File: config.mk
export PLATFORM = sky130hd
export DESIGN_NAME = uart_frame_rx
export DESIGN_NICKNAME = d
export VERILOG_FILES = /design/src/rtl/uart_frame_rx.sv
export SDC_FILE = /design/constraint.sdc
export NUM_CORES = 1
export LEC_CHECK = 0
export ABC_AREA = 0
export CAP_MARGIN = 25
export CORE_ASPECT_RATIO = 1.1
export CORE_MARGIN = 2
export CORE_UTILIZATION = 58
export DETAILED_ROUTE_END_ITERATION = 8
export PLACE_DENSITY = 0.88
export SLEW_MARGIN = 20
export SYNTH_ARGS = -nofsm -noshare
export SYNTH_HDL_FRONTEND = slang
export SYNTH_SLANG_ARGS = --single-unit
export TNS_END_PERCENT = 1
File: constraint.sdc
create_clock -name clk -period 2.9 [get_ports clk]
set_clock_uncertainty 0.1 [all_clocks]
set_input_delay 0.87 -clock clk [delete_from_list [all_inputs] [get_ports clk]]
set_output_delay 0.87 -clock clk [all_outputs]
set_load 0.01 [all_outputs]
File: src/rtl/uart_frame_rx.sv
`default_nettype none
// +----------------------------------------------------------------------------+
// | uart_frame_rx : host frame decoder (AA 55 LEN payload [CK]) into a word FIFO |
// | Optional checksum byte enabled by macro UART_FRAME_CKSUM_EN.  Rev 1.0        |
// +----------------------------------------------------------------------------+
module uart_frame_rx #(
    parameter logic [7:0]  HDR0    = 8'hAA,
    parameter logic [7:0]  HDR1    = 8'h55,
    parameter logic [15:0] TIMEOUT = 16'd2000,
    parameter int          FIFO_AW = 2
) (
    input  logic        clk,
    input  logic        rst_n,
    input  logic        rdsig,
    input  logic [7:0]  rxdata,
    input  logic        dataerror,
    input  logic        frameerror,
    output logic [31:0] word_data,
    output logic        word_valid,
    input  logic        word_ready,
    output logic [15:0] word_cnt,
    output logic        frame_done,
    output logic        frame_err,
    output logic        busy
);

    localparam int c_DEPTH = 1 << FIFO_AW;

    typedef enum logic [2:0] {
        S_IDLE = 3'd0,
        S_H1   = 3'd1,
        S_LEN  = 3'd2,
`ifdef UART_FRAME_CKSUM_EN
        S_CK   = 3'd4,
`endif
        S_PAY  = 3'd3
    } state_t;

    state_t      r_state;
    logic        r_rdsig_d;
    logic        r_byte_vld;
    logic [7:0]  r_byte;
    logic        r_byte_err;
    logic [15:0] r_tmo;
    logic [9:0]  r_rem;
    logic [1:0]  r_pos;
    logic [23:0] r_word;
    logic [15:0] r_word_cnt;
    logic        r_done;
    logic        r_err;
`ifdef UART_FRAME_CKSUM_EN
    logic [7:0]  r_sum;
`endif

    logic [31:0]      r_mem [c_DEPTH];
    logic [FIFO_AW:0] r_wr_ptr;
    logic [FIFO_AW:0] r_rd_ptr;

    logic w_empty, w_full, w_pop, w_word_byte, w_push, w_ovf;

    assign w_empty     = (r_wr_ptr == r_rd_ptr);
    assign w_full      = (r_wr_ptr[FIFO_AW-1:0] == r_rd_ptr[FIFO_AW-1:0]) &&
                         (r_wr_ptr[FIFO_AW] != r_rd_ptr[FIFO_AW]);
    assign w_pop       = !w_empty && word_ready;
    // A pop in the same cycle frees the slot, so a full FIFO only overflows without one.
    assign w_word_byte = r_byte_vld && !r_byte_err && (r_state == S_PAY) && (r_pos == 2'd3);
    assign w_push      = w_word_byte && (!w_full || w_pop);
    assign w_ovf       = w_word_byte && w_full && !w_pop;

    assign word_valid = !w_empty;
    assign word_data  = w_empty ? 32'd0 : r_mem[r_rd_ptr[FIFO_AW-1:0]];
    assign word_cnt   = r_word_cnt;
    assign frame_done = r_done;
    assign frame_err  = r_err;
    assign busy       = (r_state != S_IDLE);

    always_ff @(posedge clk) begin
        if (!rst_n) begin
            r_rdsig_d  <= 1'b0;
            r_byte_vld <= 1'b0;
            r_byte     <= 8'd0;
            r_byte_err <= 1'b0;
        end else begin
            r_rdsig_d  <= rdsig;
            r_byte_vld <= rdsig && !r_rdsig_d;
            r_byte     <= rxdata;
            r_byte_err <= dataerror || frameerror;
        end
    end

    always_ff @(posedge clk) begin
        if (!rst_n) begin
            r_state    <= S_IDLE;
            r_tmo      <= 16'd0;
            r_rem      <= 10'd0;
            r_pos      <= 2'd0;
            r_word     <= 24'd0;
            r_word_cnt <= 16'd0;
            r_done     <= 1'b0;
            r_err      <= 1'b0;
`ifdef UART_FRAME_CKSUM_EN
            r_sum      <= 8'd0;
`endif
        end else begin
            r_done <= 1'b0;
            r_err  <= 1'b0;
            if (!r_byte_vld) begin
                if (r_state != S_IDLE) begin
                    if (r_tmo == TIMEOUT) begin
                        r_err   <= 1'b1;
                        r_state <= S_IDLE;
                    end else begin
                        r_tmo <= r_tmo + 16'd1;
                    end
                end
            end else begin
                r_tmo <= 16'd0;
                if (r_state != S_IDLE && r_byte_err) begin
                    r_err   <= 1'b1;
                    r_state <= S_IDLE;
                end else begin
                    case (r_state)
                        S_IDLE: begin
                            if (r_byte == HDR0 && !r_byte_err) begin
                                r_state    <= S_H1;
                                r_word_cnt <= 16'd0;
`ifdef UART_FRAME_CKSUM_EN
                                r_sum      <= 8'd0;
`endif
                            end
                        end
                        S_H1: begin
                            if (r_byte == HDR1)      r_state <= S_LEN;
                            else if (r_byte != HDR0) r_state <= S_IDLE;
                        end
                        S_LEN: begin
                            if (r_byte == 8'd0) begin
                                r_err   <= 1'b1;
                                r_state <= S_IDLE;
                            end else begin
                                r_rem   <= {r_byte, 2'b00};
                                r_pos   <= 2'd0;
                                r_state <= S_PAY;
`ifdef UART_FRAME_CKSUM_EN
                                r_sum   <= r_sum + r_byte;
`endif
                            end
                        end
                        S_PAY: begin
                            r_word <= {r_word[15:0], r_byte};
                            r_pos  <= r_pos + 2'd1;
                            r_rem  <= r_rem - 10'd1;
`ifdef UART_FRAME_CKSUM_EN
                            r_sum  <= r_sum + r_byte;
`endif
                            if (w_ovf) begin
                                r_err   <= 1'b1;
                                r_state <= S_IDLE;
                            end else begin
                                if (w_push) r_word_cnt <= r_word_cnt + 16'd1;
                                if (r_rem == 10'd1) begin
`ifdef UART_FRAME_CKSUM_EN
                                    r_state <= S_CK;
`else
                                    r_done  <= 1'b1;
                                    r_state <= S_IDLE;
`endif
                                end
                            end
                        end
`ifdef UART_FRAME_CKSUM_EN
                        S_CK: begin
                            if (r_byte == r_sum) r_done <= 1'b1;
                            else                 r_err  <= 1'b1;
                            r_state <= S_IDLE;
                        end
`endif
                        default: r_state <= S_IDLE;
                    endcase
                end
            end
        end
    end

    always_ff @(posedge clk) begin
        if (w_push) r_mem[r_wr_ptr[FIFO_AW-1:0]] <= {r_word, r_byte};
    end

    always_ff @(posedge clk) begin
        if (!rst_n) begin
            r_wr_ptr <= '0;
            r_rd_ptr <= '0;
        end else begin
            if (w_push) r_wr_ptr <= r_wr_ptr + 1'b1;
            if (w_pop)  r_rd_ptr <= r_rd_ptr + 1'b1;
        end
    end

endmodule
`default_nettype wire

==> results.txt <==
----------------------------------------------------
[Run status]
  Result of the run ... finished with violations
  Violations in the final reports ... setup timing

[Power]
  Share of total power in sequential cells ... about 52%
  Net switching power ... between 1 and 1.5 mW
  Proportion of total power due to net switching ... 18.96%
  Leakage ... 3.743 nW
  Largest vdd supply drop ... 454.4 µV
  Power per standard cell area ... around 580 nW/µm²
  Gate power share ... 1.2%
  Clock power frac ... 46.9%
  Internal Pwr Total ... around 5.1 mW

[Clock tree]
  CTS tree ... built
  Number of CTS-inserted buffers ... 21
  Total clock sinks ... 219
  Register clock-pin slew on the reported worst setup and hold paths ... approximately 0.070 ns
  CTS Root Cell ... sky130_fd_sc_hd__clkbuf_16
  Clock network latency to the later pin of the worst-skew pair ... between 0.4 and 0.5 ns
  Maximum level of the CTS H-tree ... 1
  Number of buffers on the longest clock path ... 3

[Worst setup path]
  Series of cell instances along the critical path ... xor2_2 -> or3_4 -> clkbuf_16 -> and2_4 -> buf_6
  Startpoint Class ... flop
  CP endpoint kind ... primary output
  Required time reported for the critical path endpoint ... 1.93 ns
  Worst setup path class ... reg2out
  Critical Path Slowest Stage Cell ... sky130_fd_sc_hd__or3_4
  Data arrival at the endpoint of the critical path ... 2.02 ns
  Largest stage delay on the critical path ... 0.50 ns
  CP Buf/Inv Count ... 2
  Maximum fanout along the worst path ... 8
  Cell family contributing the most delay on the critical path ... simple AND/OR/NAND/NOR gates

[STA]
  RSZ-0062 raised after global routing ... yes
  Hold WS ... 0.2979 ns
  Final Cycle Share ... 103.0%
  Transition at the pin with the smallest max-transition slack ... between 0.5 and 0.6 ns
  Number of failing setup endpoints in the final timing report ... 33
  Final min period ... 2.988 ns
  Fin. Hold Viols ... 0
  Max-slew headroom ... 62.93%
  Final count of pins violating max slew ... 0
  Smallest setup slack after layout ... -0.08773 ns
  Peak clock frequency supported by timing ... 334.7 MHz

[Global route]
  First-pass GRT wire length ... 31.04 mm
  Global route total overflow ... 0
  Global-route total usage across every layer ... 24.14%
  Antenna violations before repair ... 0
  Via count of the first global-routing pass ... approximately 6k
  Maximum number of pins on one net before global-route repair ... 36

[Finish]
  Growth of design area from synthesis to finish ... 22.97%
  Total of fill cells in the finished design ... 944
  Fraction of final layout cells sized beyond drive strength 1 ... 21.94%
  Number of cells in the finished layout apart from fillers ... 989
  Number of inserted diodes ... 0
  Nets ... 804
  Final design utilization ... 72.87%

[Placement]
  Detailed placement HPWL ... 11.63 mm
  Final weighted congestion of routability-driven global placement ... 0.8644
  Post-Place Cells ... roughly 940
  Number of buffers added on ports ... 65

[Yosys]
  Post-synth top flop ... sky130_fd_sc_hd__edfxtp_1
  Cells after synthesis ... 690
  Post-synth EDFFs ... 128
  Sequential share of the synthesized area ... 63.51%
  #FFs+latches synth ... 219
  Syn. warnings ... 0
  Area share of the largest cell type after synthesis ... 43.09%
  Mean instance size in the synthesized netlist ... 12.93 µm²
  Post-synth cell types ... slightly below 60
  Cell type with the largest total area after synthesis ... sky130_fd_sc_hd__edfxtp_1
  Area of the mapped netlist ... slightly below 9000 µm²
  Main area contributors after synthesis ... sky130_fd_sc_hd__edfxtp_1 43%, sky130_fd_sc_hd__dfxtp_1 20%, sky130_fd_sc_hd__mux4_2 8.1%, sky130_fd_sc_hd__nand2_1 3.3%, sky130_fd_sc_hd__and2_1 3.2%
  Mapped Nets ... 715
  Fraction of registers with async set/reset ... 0%

[Floorplanning]
  Initial Util ... roughly three fifths
  Horizontal die dimension ... 122.3 µm
  Height of the chip ... 134.1 µm
  Number of top-level pins ... 66
  Die outline area ... around 16000 µm²
  Area inside the core boundary ... 15050 µm²
  Number of rows created at floorplan ... 47

[Route]
  Drt via density ... 6.179
  First-iteration detailed-routing DRC count ... 499
  Routed Wire Length ... 20.42 mm
  Via count ... 6111
  DRC violations left ... 0
  Antenna Violating Nets Remaining ... 0
  Drt first pass iters ... 5
  Wire length per cell after detailed routing ... a little over 20 µm

[Flow run]
  Reported max-cap violation count ... 0

[Min path]
  Worst min-delay path category ... reg2reg

----------------------------------------------------
[cell usage after synthesis (12+ instances only)]
| library cell | n |
|---|---|
| sky130_fd_sc_hd__dfxtp_1 | 91 |
| sky130_fd_sc_hd__clkbuf_1 | 26 |
| sky130_fd_sc_hd__edfxtp_1 | 128 |
| sky130_fd_sc_hd__or4_1 | 15 |
| sky130_fd_sc_hd__inv_1 | 14 |
| sky130_fd_sc_hd__nor2_1 | 32 |
| sky130_fd_sc_hd__a21oi_1 | 55 |
| sky130_fd_sc_hd__xor2_1 | 16 |
| sky130_fd_sc_hd__nor3_1 | 12 |
| sky130_fd_sc_hd__nand2_1 | 78 |
| sky130_fd_sc_hd__mux4_2 | 32 |
| sky130_fd_sc_hd__o21ai_0 | 14 |
| sky130_fd_sc_hd__nand3_1 | 15 |
| sky130_fd_sc_hd__and2_1 | 45 |
[power by group through the flow]
stage                     combinational, mW  sequential [mW]  clock (mW)
after floorplan                      0.0439             3.35           0
after global placement               0.0722             3.35           0
after detailed placement             0.0749             3.36           0
after CTS                            0.0756             3.29        2.99
after global routing                 0.0815             3.29        3.13
final                                0.0760             3.29        2.97
[final cells by class]
type	count	area (µm²)	share of cell area [%]
clock buffer	26	564.3	5.144
clock inverter	11	187.7	1.711
inverter	15	56.30	0.5132
multi-input combinational	419	3100	28.26
sequential	219	5675	51.73
tap	196	245.2	2.235
timing repair buffer	103	1141	10.40
[worst register-to-register path, delay by kind of cell, from the launching register on]
| family | cells | cell delay (ns) |
|---|---|---|
| compound gates | 2 | 0.21 |
| buf+inv | 1 | 0.19 |
| flops | 1 | 0.41 |
| simple gates | 3 | 1.44 |
[state kept, by name, indices dropped and copies added, names as in the netlist, named ones only]
signal and count:
frame_done 1, frame_err 1, r_byte 8, r_byte_err 1, r_byte_vld 1, r_mem 128, r_pos 2, r_rd_ptr 3
r_rdsig_d 1, r_rem 10, r_state 2, r_tmo 16, r_word 24, r_wr_ptr 3, word_cnt 16
[worst paths after layout]
kind | start | endpoint | slack [ns] | cells past startpoint
max | r_rd_ptr[0]$_SDFFE_PN0N_ | word_data[15] | -0.09 | 5
min | r_rdsig_d$_SDFF_PN0_ | r_byte_vld$_SDFF_PN0_ | 0.30 | 1
max reg2reg | r_byte[0]$_SDFF_PN0_ | word_cnt[13]$_SDFFE_PN0P_ | 0.48 | 6
min reg2reg | r_rdsig_d$_SDFF_PN0_ | r_byte_vld$_SDFF_PN0_ | 0.30 | 1
[cells in the final DEF (no fill, tap or decap), types with 3 or more instances in the layout]
master,netlist,final
sky130_fd_sc_hd__nor4b_1,4,4
sky130_fd_sc_hd__o221ai_1,3,3
sky130_fd_sc_hd__xor2_1,16,15
sky130_fd_sc_hd__nand2b_1,3,3
sky130_fd_sc_hd__buf_6,3,30
sky130_fd_sc_hd__ha_1,11,11
sky130_fd_sc_hd__clkbuf_1,26,3
sky130_fd_sc_hd__a31oi_1,4,4
sky130_fd_sc_hd__a211oi_1,3,3
sky130_fd_sc_hd__inv_1,14,14
sky130_fd_sc_hd__clkdlybuf4s50_1,0,32
sky130_fd_sc_hd__o21a_1,3,3
sky130_fd_sc_hd__bufinv_16,0,5
sky130_fd_sc_hd__and2_4,0,24
sky130_fd_sc_hd__clkbuf_16,0,24
sky130_fd_sc_hd__nand2_1,78,78
sky130_fd_sc_hd__nor3_1,12,12
sky130_fd_sc_hd__and2_1,45,21
sky130_fd_sc_hd__buf_4,0,19
sky130_fd_sc_hd__xnor2_1,3,3
sky130_fd_sc_hd__nand4_1,9,9
sky130_fd_sc_hd__nor2_1,32,32
sky130_fd_sc_hd__clkbuf_2,0,5
sky130_fd_sc_hd__or4_1,15,15
sky130_fd_sc_hd__o211ai_1,7,7
sky130_fd_sc_hd__clkinv_1,1,3
sky130_fd_sc_hd__a21oi_1,55,55
sky130_fd_sc_hd__dfxtp_1,91,87
sky130_fd_sc_hd__or3_1,7,6
sky130_fd_sc_hd__o21ai_0,14,14
sky130_fd_sc_hd__nand3_1,15,15
sky130_fd_sc_hd__edfxtp_1,128,128
sky130_fd_sc_hd__and3_1,7,7
sky130_fd_sc_hd__buf_12,0,8
sky130_fd_sc_hd__mux4_2,32,32
sky130_fd_sc_hd__o31ai_1,6,6
sky130_fd_sc_hd__buf_2,8,3
[what timing repair did]
item,CTS,global route
pin swaps,17,14
buffers inserted,3,3
resized for setup,127,59
setup endpoints to repair,33,33
hold buffers,0,0
cloned,2,5
[metal layers]
layer	vias to the layer above	track usage [%]	wire length, µm	share of wire, %
li1	2746	-	-	-
met1	3059	29.98	7812	38
met2	259	43.30	10820	53
met3	47	3.614	1311	6.4
met4	0	7.535	473	2.3
met5	-	0	0	0
[logic make-up (layout without fill, tap and decap cells)]
logic type | Yosys count | in the layout | synth area share [%]
XOR/XNOR | 19 | 19 | 1.865
buffers and inverters | 52 | 155 | 2.553
AND/OR/NAND/NOR | 247 | 247 | 14.82
adder cells (fa/ha/maj) | 11 | 11 | 1.543
flip-flops | 219 | 219 | 63.51
AO/OA/AOI/OAI | 109 | 109 | 7.518
multiplexers | 33 | 33 | 8.191
[metrics by stage]
stage                     total power, mW  TNS (ns)  setup slack (ns)  cell area (µm²)
after floorplan                     3.390         0            0.2825             8921
after global placement              3.427         0           0.05446             9935
after detailed placement            3.431         0           0.05167             9935
after CTS                           6.352    -1.278           -0.1336            10720
after global routing                6.493    -2.781           -0.1142            10970
final                               6.333    -1.655          -0.08773            10970
(Power assumes the default switching activity.)
